===== src/rtl/alu_pkg.sv =====
// Shared opcode/state encodings and default operand width for the bit-serial ALU.
package alu_pkg;

  localparam int ALU_WIDTH = 8;

  typedef enum logic [2:0] {
    OP_ADD   = 3'd0,
    OP_SUB   = 3'd1,
    OP_AND   = 3'd2,
    OP_OR    = 3'd3,
    OP_NOT_A = 3'd4,
    OP_NOT_B = 3'd5,
    OP_RSVD6 = 3'd6,
    OP_RSVD7 = 3'd7
  } op_e;

  typedef enum logic [1:0] {
    S_IDLE = 2'd0,
    S_RUN  = 2'd1,
    S_DONE = 2'd2
  } state_e;

endpackage


===== src/rtl/alu_bit_slice.sv =====
// One-bit ALU slice, purely combinational (zero latency, no handshake).
// Logic ops pass cin through so the serial carry flop is held across them.
module alu_bit_slice
  import alu_pkg::*;
(
  input  logic       a,
  input  logic       b,
  input  logic       cin,
  input  logic [2:0] op,
  output logic       r,
  output logic       cout
);

  logic b_eff;

  always_comb begin
    r     = 1'b0;
    cout  = cin;
    b_eff = (op == OP_SUB) ? ~b : b;
    case (op)
      OP_ADD, OP_SUB: begin
        r    = a ^ b_eff ^ cin;
        cout = (a & b_eff) | (a & cin) | (b_eff & cin);
      end
      OP_AND:   r = a & b;
      OP_OR:    r = a | b;
      OP_NOT_A: r = ~a;
      OP_NOT_B: r = ~b;
      default:  r = 1'b0;
    endcase
  end

endmodule


===== src/rtl/alu_serial_ctrl.sv =====
// Bit-serial ALU controller: accepts in IDLE, result valid WIDTH cycles after accept.
// Result and flags are held in DONE until out_ready; in_ready is low outside IDLE.
module alu_serial_ctrl
  import alu_pkg::*;
#(
  parameter int WIDTH = ALU_WIDTH
) (
  input  logic             clk,
  input  logic             rst,
  input  logic             in_valid,
  output logic             in_ready,
  input  logic [WIDTH-1:0] a,
  input  logic [WIDTH-1:0] b,
  input  logic [2:0]       op,
  output logic             out_valid,
  input  logic             out_ready,
  output logic [WIDTH-1:0] result,
  output logic             carry,
  output logic             zero,
  output logic             err
);

  localparam int CW = $clog2(WIDTH);

  state_e           state_q, state_d;
  logic [CW-1:0]    cnt_q, cnt_d;
  logic [WIDTH-1:0] a_q, a_d, b_q, b_d, res_q, res_d;
  op_e              op_q, op_d;
  logic             c_q, c_d;
  logic             carry_q, carry_d, zero_q, zero_d, err_q, err_d;
  logic             s_r, s_cout;
  logic             last_bit;

  alu_bit_slice u_slice (
    .a    (a_q[0]),
    .b    (b_q[0]),
    .cin  (c_q),
    .op   (op_q),
    .r    (s_r),
    .cout (s_cout)
  );

  assign last_bit = (cnt_q == CW'(WIDTH - 1));

  always_ff @(posedge clk or posedge rst) begin
    if (rst) begin
      state_q <= S_IDLE;
      cnt_q   <= '0;
      a_q     <= '0;
      b_q     <= '0;
      res_q   <= '0;
      op_q    <= OP_ADD;
      c_q     <= 1'b0;
      carry_q <= 1'b0;
      zero_q  <= 1'b0;
      err_q   <= 1'b0;
    end else begin
      state_q <= state_d;
      cnt_q   <= cnt_d;
      a_q     <= a_d;
      b_q     <= b_d;
      res_q   <= res_d;
      op_q    <= op_d;
      c_q     <= c_d;
      carry_q <= carry_d;
      zero_q  <= zero_d;
      err_q   <= err_d;
    end
  end

  always_comb begin
    state_d = state_q;
    case (state_q)
      S_IDLE:  if (in_valid && in_ready) state_d = S_RUN;
      S_RUN:   if (last_bit) state_d = S_DONE;
      S_DONE:  if (out_ready) state_d = S_IDLE;
      default: state_d = S_IDLE;
    endcase
  end

  always_comb begin
    cnt_d   = cnt_q;
    a_d     = a_q;
    b_d     = b_q;
    res_d   = res_q;
    op_d    = op_q;
    c_d     = c_q;
    carry_d = carry_q;
    zero_d  = zero_q;
    err_d   = err_q;
    case (state_q)
      S_IDLE: begin
        if (in_valid && in_ready) begin
          a_d   = a;
          b_d   = b;
          op_d  = op_e'(op);
          cnt_d = '0;
          c_d   = (op == OP_SUB);
        end
      end
      S_RUN: begin
        a_d   = a_q >> 1;
        b_d   = b_q >> 1;
        res_d = {s_r, res_q[WIDTH-1:1]};
        c_d   = s_cout;
        cnt_d = cnt_q + 1'b1;
        if (last_bit) begin
          // SUB runs as a + ~b + 1, so a borrow is the absence of carry-out
          carry_d = (op_q == OP_ADD) ? s_cout : (op_q == OP_SUB) ? ~s_cout : 1'b0;
          zero_d  = (res_d == '0);
          err_d   = (op_q == OP_RSVD6) || (op_q == OP_RSVD7);
        end
      end
      default: ;
    endcase
  end

  assign in_ready  = (state_q == S_IDLE) && !rst;
  assign out_valid = (state_q == S_DONE);
  assign result    = res_q;
  assign carry     = carry_q;
  assign zero      = zero_q;
  assign err       = err_q;

endmodule


===== config.mk =====
export PLATFORM = sky130hd
export DESIGN_NAME = alu_serial_ctrl
export DESIGN_NICKNAME = d
export VERILOG_FILES = /design/src/rtl/alu_pkg.sv /design/src/rtl/alu_bit_slice.sv /design/src/rtl/alu_serial_ctrl.sv
export SDC_FILE = /design/constraint.sdc
export NUM_CORES = 1
export LEC_CHECK = 0
export CAP_MARGIN = 20
export CORE_ASPECT_RATIO = 0.6
export CORE_MARGIN = 2
export CORE_UTILIZATION = 40
export DETAILED_ROUTE_END_ITERATION = 16
export PLACE_DENSITY = 0.65
export SLEW_MARGIN = 10
export SYNTH_ARGS = -nofsm -noshare
export SYNTH_HDL_FRONTEND = slang
export SYNTH_HIERARCHICAL = 1
export SYNTH_SLANG_ARGS = --single-unit
export TNS_END_PERCENT = 100

===== constraint.sdc =====
create_clock -name clk -period 6 [get_ports clk]
set_input_delay 1.5 -clock clk [delete_from_list [all_inputs] [get_ports clk]]
set_output_delay 1.5 -clock clk [all_outputs]
set_load 0.1 [all_outputs]

# Word level (Yosys, flattened, before mapping)
# Cells that the tools add are included.
# word_totals
ff_bits,36
latch_bits,0
ram_bits,0
mem_bits_ro,0
in_bits,23
output_inout_bits,13
mem_count,0
# classes
n_addsub,1
n_mul,0
n_div,0
order_cmp,0
n_eq_ne,14
n_shift,0
muxes,17
n_bitwise,12
reduce_logical,13
# ops
cell,count
8-bit one-hot mux with 2 select lines,2
8-bit two-way mux,2
3-bit == test (second input constant),5
8-bit zero test,1
3-bit by 1-bit == test with 1-bit output (second input constant),2
3-bit by 2-bit == test with 1-bit output (second input constant),2
2-bit two-way mux,3
2-bit one-hot mux with 3 select lines,1
3-bit one-hot mux with 2 select lines,1
2-bit AND reduction,3
1-bit two-way mux,5
1-bit one-hot mux with 5 select lines,1
1-bit AND,4
2-bit != test (second input constant),2
3-bit by 1-bit adder with 3-bit output (second input constant),1
3-bit zero test,1
3-bit two-way mux,1
1-bit inverter,3
1-bit bitwise OR,3
3-bit AND reduction,1
2-bit by 1-bit == test with 1-bit output (second input constant),1
2-bit == test (second input constant),1
1-bit logical AND,2
2-bit zero test,1
other kinds (7),8

# Longest topological paths before layout
# Gate-level depths: netlist of run 1.
# depth
word_depth,9
ltp_mapped,10

# Cells and area by module
# The synthesis of run 1 kept the hierarchy.
# by_module_without_submodules
module,n_inst,cells_each,area_per_inst_um2
alu_serial_ctrl,1,177,1550.2
alu_bit_slice,1,13,103.8

# Worst setup path before layout of run 1
# Ideal clock, no wire load.
# synth_timing
path_type,input-to-output
start,input rst
end,output in_ready
t_arrival_ns,3.527
t_required_ns,4.500
path_slack_ns,0.973
stages,1
cell_sequence,nor3_1
# synth_via
elab_chain_cells,2
# synth_rtl
item,line,source
from (decl),alu_serial_ctrl.sv:9,"input logic rst,"
1-bit zero test,alu_serial_ctrl.sv:118,assign in_ready = (state_q == S_IDLE) && !rst;
1-bit logical AND,alu_serial_ctrl.sv:118,
to (decl),alu_serial_ctrl.sv:11,"output logic in_ready,"
# Every way passes these cells.

# Final worst setup path of run 1
# Ends and elaborated chain as after synthesis.

==> results of run 1 <==
-- metal layers --
metal	vias up	track usage
li1	695	-
met1	617	0.251
met2	48	0.249
met3	4	0.0506
met4	0	0.0703
met5	-	0
-- cell families after synthesis --
group / synth area share
AOI/OAI and AO/OA: 0.0348
xor gates and xnor gates: 0.0106
DFF: 0.545
adders and majority gates: 0.0340
buffers and inverters: 0.0325
and+or+nand+nor: 0.331
muxes: 0.0121
-- final cells by class --
class,count,area [sq um]
fill,386,1880
tap,50,62.6
timing repair buffer,39,385
clock buffer,8,90.1
inverter,4,15.0
multi-input combinational,140,699
sequential,36,901
-- critical path, delay by kind of cell --
kind                   cells  cell delay [ps]
buffers and inverters      2              790
AND/OR/NAND/NOR            1              160
-- flip-flops by register name (all words and copies together), names as in the netlist --
| register | cells |
|---|---|
| cnt_q | 3 |
| c_q | 1 |
| err | 1 |
| a_q | 8 |
| result | 8 |
| b_q | 8 |
| zero | 1 |
| state_q | 2 |
| op_q | 3 |
| carry | 1 |
-- placed cells by master, fill, tap and decap left out --
master	instances
clkbuf_1	2
maj3_2	1
xor2_1	1
nor2b_1	1
xnor2_1	1
buf_8	1
clkdlybuf4s50_1	34
dfrtp_1	36
nor4_1	2
nand3b_2	1
nand3b_1	1
or4b_1	2
nand2b_1	2
inv_1	4
nand3_1	33
fa_1	1
nor4b_2	1
ha_1	2
buf_4	4
clkbuf_8	6
o21ai_2	1
nor2_1	2
nor3_1	1
o21ai_0	5
o41ai_1	1
a21oi_1	3
nand2_1	76
mux2i_1	2
-- per-stage QoR --
step	utilization	instance area, sq um	worst slack [ps]
4_1_cts	0.530	2140	2050
5_1_grt	0.534	2150	2010
3_5_place_dp	0.508	2050	2060
6_report	0.534	2150	2050
3_3_place_gp	0.508	2050	2080
2_1_floorplan	-	1650	973
-- power by group --
part | internal [W] | leakage [nW] | switching [W]
logic | 0.000201 | 0.504 | 0.000478
clock network | 0.0000936 | 0.0455 | 0.0000809
registers | 0.000343 | 0.467 | 0.0000853
total | 0.000637 | 1.02 | 0.000644
-- final timing paths --
path | startpoint | to | cells past startpoint
min in group asynchronous | rst | a_q[5] | 3
max in group asynchronous | rst | b_q[3] | 3
setup reg to reg | op_q[1] | zero | 10
hold reg to reg | result[0] | result[0] | 2
hold / removal | result[0] | result[0] | 2
setup / recovery | rst | in_ready | 3
==> results.toml, run 1 <==
[yosys]
synthTopCellsByCount = "nand2_1, dfrtp_1, nand3_1"
netlist_top_cells_area = "dfrtp_1, nand2_1, nand3_1, clkbuf_1, ha_1"
syn_nets = 216
synth_seq_cells = 36
syn_area_sq_um = 1650
synth_largest_area_cell = "dfrtp_1"
synth_edf_count = 0
netlist.area_leader.share = 0.545
synth_area_per_cell_sq_um = 8.71
synth_flop_cell = "dfrtp_1"
yosys_warnings = 6
yosysSeqAreaShare = 0.545
async_flop_share = 1.00
syn_inst = 190
synth_cell_type_count = 26
yosysMostFrequentCell = "nand2_1"

[place]
hpwl_mm = 2.31
dp_cells = 268
gp_congestion = 0.740
io_buffers = 35

[critical_path]
cp_slowest_stage_delay_ps = 470
timing.critical_path.to_type = "primary output"
cp_slowest_cell = "clkdlybuf4s50_1"
cp-start-kind = "input port"
cp.required_ps = 4500
cp_max_fo = 4
worst_ep_arrival_time_ps = 2450
critPathKind = "input port to primary output"
r2r_setup_slack_ps = 3650
path_cells = "clkdlybuf4s50_1 > nor3_1 > buf_4"

[clock_tree]
cts.sinks = 36
cts_made_buffers = 5
cts_tree = "built"
cts_resized = 0
cts-hold-fix-buffers = 0
clk_pin_slew_worst_paths_ps = 70
htree_levels = 2
cts_root_buf = "clkbuf_8"
cts_setup_buffers = 0
cts_buffer_depth = 2
clkLatencyLatePin_ps = 280

[sta]
worst_pin_slew_ps = 972
holdWs_ps = 473
relSlewSlack = 0.350
finClkSkew_ps = 4.68
rsz0062_at_grt = "no"
final.min_clock_period_ps = 3950
maxSlewViolCount = 0
tns_ps = 0
setup_viol = 0
period_share = 0.658
hold_violations = 0
clock.fmax_ghz = 0.253

[drt]
wl_met1_mm = 1.96
dr.first_iter.drc_count = 87
drt_pre_antenna_iters = 5
wl_per_cell_um = 13.1
drc = 0
routed-via-count = 1364
routed_via_density = 4.92
top_layer_used = "met4"
wl_met3_um = 243
ant_nets = 0
wl_mm = 3.64
wl_met2_mm = 1.40

[floorplanning]
core-area_sq_um = 4030
dieWidth_um = 87.0
die-area_sq_um = 4680
rows = 18
io_pins = 36
die_h_um = 53.8
start_util = 0.410

[power_and_ir_drop]
powerDensity_nw_per_um2 = 595
total_power_w = 0.00128
p_leak_nw = 1.02
max-vdd-ir-drop_mv = 0.396

[final_layout]
diodes = 0
area_growth_pct = 30.2
final_cells = 277
final_layout_size_suffix_gt1_frac = 0.0661
final_net_count = 252

[global_routing]
grt_max_degree = 37
grt_pass1_wl_mm = 6.09
antenna_found_initial = 0
grt_overflow_total = 0
grt_pass1_vias = 1233
grtUsageTotal = 0.175

[hold_path]
hp-class = "flop to flop"

[run_status]
outcome = "completed"

[run]
max_cap_viol_count = 0
(Power assumes the default switching activity.)
==> run 2: changes to the inputs <==
- clock period: 6 -> 3.9 ns (I/O delays scaled with it)
==> run 2 against run 1 <==
Net effect:
- register-to-register slack worse by 2000 ps
- non-clock buffer count grew 1
- cell area rose by 0.46%
- wire length fell by 2.8%
- critical path depth unchanged
- hold slack barely moved
- clock skew fell by 0.70 ps
- largest power group unchanged
==> results.toml, run 2 (synthesized netlist as in run 1, its figures left out) <==
[run_status]
outcome = "completed"

[place]
hpwl_mm = 2.32
io_buffers = 35
gp_congestion = 0.765

[critical_path]
critPathKind = "input port to primary output"
cp_max_fo = 4
worst_ep_arrival_time_ps = 1890
path_buf_inv = 2
cp_slowest_cell = "clkdlybuf4s50_1"
crit_family = "buffers and inverters"
path_cells = "clkdlybuf4s50_1 > nor3_2 > buf_4"
cp-start-kind = "input port"
cp_slowest_stage_delay_ps = 480
reg2regPathDepth = 10
timing.critical_path.to_type = "primary output"
cp.required_ps = 2920
crit_cells = 3

[power_and_ir_drop]
clkPwrFrac = 0.138
powerDensity_nw_per_um2 = 910
max-vdd-ir-drop_mv = 0.563
internal-power_w = 0.000982
p_leak_nw = 1.02
power.switching_w = 0.000986
pwr-share-comb = 0.528
power.share.sequential = 0.334
p_sw_frac = 0.501
total_power_w = 0.00197

[drt]
wl_met1_mm = 1.93
routed_via_density = 4.99
top_layer_used = "met4"
wl_per_cell_um = 12.7
drc = 0
ant_nets = 0
drt_pre_antenna_iters = 4
wl_met2_mm = 1.39
wl_met3_um = 185
wl_mm = 3.53
dr.first_iter.drc_count = 84
routed-via-count = 1386

[run]
max_cap_viol_count = 0

[sta]
maxSlewViolCount = 0
relSlewSlack = 0.349
period_share = 0.735
clock.fmax_ghz = 0.349
rsz0062_at_grt = "no"
worst_pin_slew_ps = 974
hold_violations = 0
tns_ps = 0
final.min_clock_period_ps = 2870
finClkSkew_ps = 3.98
setup_viol = 0

[clock_tree]
clk_pin_slew_worst_paths_ps = 70
cts_made_buffers = 5
cts_resized = 0
cts_root_buf = "clkbuf_8"
cts_tree = "built"
cts-hold-fix-buffers = 0
cts.sinks = 36
cts_setup_buffers = 0
clkLatencyLatePin_ps = 290
cts_buffer_depth = 2
htree_levels = 2

[global_routing]
grt_overflow_total = 0
grtUsageTotal = 0.173
grt_max_degree = 37
grt_pass1_wl_mm = 6.00
antenna_found_initial = 0
grt_pass1_vias = 1323

[floorplanning]
core-area_sq_um = 4030
io_pins = 36
rows = 18
dieWidth_um = 87.0
die_h_um = 53.8
die-area_sq_um = 4680
start_util = 0.410

[final_layout]
final_cell_mix = "nand2_1, dfrtp_1, nand3_1, clkdlybuf4s50_1"
final_layout_size_suffix_gt1_frac = 0.0789
final.fill_count = 382
regArea_sq_um = 901
final_net_count = 253
final_common_cell = "nand2_1"
area_growth_pct = 30.8
diodes = 0
multiInputGateArea_sq_um = 704

[hold_path]
hp-class = "flop to flop"
hold_depth = 2
[run 2: cell types whose count changed in the layout (fill, tap and decap cells not counted)]
cell,delta
buf_4,+2
clkdlybuf4s50_1,-1
nor3_1,-1
nor3_2,+1
[run 2: path summary, 6_finish.rpt]
kind	start	end	slack (ps)
max	rst	in_ready	1030
min	b_q[2]	b_q[1]	470
max reg2reg	op_q[1]	zero	1610
min reg2reg	b_q[2]	b_q[1]	470
max in group asynchronous	rst	c_q	2380
min in group asynchronous	rst	a_q[5]	1210
[run 2: per-layer routing]
| layer | vias to the layer above | track usage |
|---|---|---|
| met2 | 35 | 0.247 |
| met1 | 648 | 0.250 |
| li1 | 700 | - |
| met5 | - | 0 |
| met3 | 3 | 0.0506 |
| met4 | 0 | 0.0625 |
[run 2: cell type report]
cell class,instances,area share
Clock buffer,8,0.0416
Inverter,4,0.00694
Multi-Input combinational cell,140,0.326
Sequential cell,36,0.416
Tap cell,50,0.0289
Timing Repair Buffer,40,0.180
[run 2: power by group through the flow]
| stage | clock (W) | sequential (W) | combinational [W] |
|---|---|---|---|
| 2_1_floorplan | 0 | 0.000989 | 0.000446 |
| 3_3_place_gp | 0 | 0.000662 | 0.00101 |
| 3_5_place_dp | 0 | 0.000661 | 0.00102 |
| 4_1_cts | 0.000279 | 0.000657 | 0.00102 |
| 5_1_grt | 0.000294 | 0.000683 | 0.00114 |
| 6_report | 0.000272 | 0.000657 | 0.00104 |
[run 2: through the flow]
stage	std cells	util	setup slack (ps)	hold WS (ps)	instance area, sq um
after global placement	269	0.511	1050	461	2060
after floorplan	190	-	789	449	1660
after detailed placement	269	0.511	1030	461	2060
after global routing	278	0.537	979	499	2160
final	278	0.537	1030	474	2160
after CTS	277	0.533	1020	480	2150
[run 2: worst register-to-register path, delay by kind of cell (launching register included)]
family                     cells  cell delay [ps]
adders and majority gates      1              480
xor gates and xnor gates       1              160
DFF                            1              450
AOI/OAI and AO/OA              3              390
and+or+nand+nor                5              740
==> run 3: changes to the inputs <==
- clock period: 3.9 -> 2.76 ns (I/O delays scaled with it)
==> run 3 against run 2 <==
Net effect:
- core utilization decreased by 0.37 points
- worst setup slack got worse by 550 ps
- hold slack got worse by 2.5 ps
- non-clock buffer count increased by 1
- first-iteration DRC count increased by 17%
==> results.toml, run 3 (synthesized netlist as in run 1, its figures left out) <==
[global_routing]
antenna_found_initial = 0
grtUsageTotal = 0.176
grt_pass1_wl_mm = 6.15
grt_overflow_total = 0
grt_max_degree = 29
grt_pass1_vias = 1343

[floorplanning]
die-area_sq_um = 4680
die_h_um = 53.8
rows = 18
io_pins = 36
start_util = 0.410
core-area_sq_um = 4030
dieWidth_um = 87.0

[sta]
setup_ws_ps = 479
worst_pin_slew_ps = 1040
finClkSkew_ps = 4.33
tns_ps = 0
maxSlewViolCount = 0
setup_viol = 0
final.min_clock_period_ps = 2280
relSlewSlack = 0.304
clock.fmax_ghz = 0.438
hold_violations = 0
rsz0062_at_grt = "no"
period_share = 0.826

[drt]
ant_nets = 0
routed_via_density = 5.02
routed-via-count = 1395
wl_per_cell_um = 12.7
dr.first_iter.drc_count = 98
wl_mm = 3.53
drt_pre_antenna_iters = 4
drc = 0

[clock_tree]
htree_levels = 2
cts-hold-fix-buffers = 0
clk_pin_slew_worst_paths_ps = 70
cts_setup_buffers = 0
clkLatencyLatePin_ps = 290
cts.sinks = 36
cts_buffer_depth = 2
cts_tree = "built"
cts_made_buffers = 5
cts_root_buf = "clkbuf_8"
cts_resized = 0

[critical_path]
cp.required_ps = 2970
crit_family = "simple AND/OR/NAND/NOR gates"
worst_ep_arrival_time_ps = 2490
timing.rr.end = "zero"
reg2regPathDepth = 10
cp_slowest_cell = "fa_1"
cp_max_fo = 6
crit_path_end = "zero"
crit_start = "op_q[1]"
path_cells = "nor2_1 > nand2_1 > xor2_1 > fa_1 > nor2_1 > a21oi_1 > o21ai_2 > nor4_1 > nand2_1 > o21ai_0"
timing.critical_path.to_type = "flop"
critPathKind = "flop to flop"
cp_slowest_stage_delay_ps = 490
timing.rr.start = "op_q[1]"
cp-start-kind = "flop"
r2r_setup_slack_ps = 480
crit_cells = 10
path_buf_inv = 0

[power_and_ir_drop]
internal-power_w = 0.00134
powerDensity_nw_per_um2 = 1270
power.switching_w = 0.00139
clkPwrFrac = 0.128
power.share.sequential = 0.343
total_power_w = 0.00272
p_leak_nw = 1.05
max-vdd-ir-drop_mv = 0.912
pwr-share-comb = 0.529
p_sw_frac = 0.509

[run]
max_cap_viol_count = 0

[run_status]
outcome = "completed"

[final_layout]
area_growth_pct = 29.9
diodes = 0
final_net_count = 254
final_layout_size_suffix_gt1_frac = 0.132
final_common_cell = "nand2_1"
final_cell_mix = "nand2_1, dfrtp_1, nand3_1, clkdlybuf4s50_1, buf_4"

[place]
io_buffers = 35
dp_slack_ps = 435
gp_congestion = 0.749
hpwl_mm = 2.48

[hold_path]
hp-class = "flop to flop"
run 3: tightest hold or removal path, cell delays in order, from the launching register on:
cell     delay (ps)
dfrtp_1         340
nand2_1          50
nand3_1          60
run 3: worst min-delay path by stage:
stage,startpoint,end,slack [ps],cells past startpoint
after CTS,b_q[1],b_q[0],480,2
after detailed placement,b_q[1],b_q[0],460,2
final,b_q[7],b_q[6],470,2
after global placement,b_q[7],b_q[6],460,2
after global routing,b_q[1],b_q[0],500,2
after floorplan,a_q[1],a_q[0],450,2
run 3: area by class of cell:
type / count / area, sq um
Clock buffer: 6 / 72.6
Clock inverter: 1 / 5.00
Fill cell: 382 / 1880
Inverter: 4 / 15.0
Multi-Input combinational cell: 140 / 704
Sequential cell: 36 / 901
Tap cell: 50 / 62.6
Timing Repair Buffer: 41 / 388
run 3: routing by layer:
| metal | track usage | vias to the layer above | wire [um] |
|---|---|---|---|
| met3 | 0.0506 | 8 | 225 |
| li1 | - | 696 | - |
| met4 | 0.0781 | 0 | 63 |
| met5 | 0 | - | 0 |
| met2 | 0.244 | 43 | 1300 |
| met1 | 0.255 | 648 | 1940 |
run 3: power by group through the flow:
stage	Sequential, W	Clock [W]	Combinational (W)
2_1_floorplan	0.00140	0	0.000630
3_3_place_gp	0.000940	0	0.00143
3_5_place_dp	0.000938	0	0.00145
4_1_cts	0.000932	0.000361	0.00145
5_1_grt	0.000965	0.000382	0.00158
6_report	0.000933	0.000349	0.00144
run 3: stage by stage:
step	instances	cell area (sq um)	hold WS, ps	utilization
finish	278	2150	471	0.533
global placement	271	2070	458	0.514
detailed placement	271	2070	463	0.514
floorplan	190	1660	449	-
global route	278	2150	500	0.533
CTS	278	2150	479	0.533
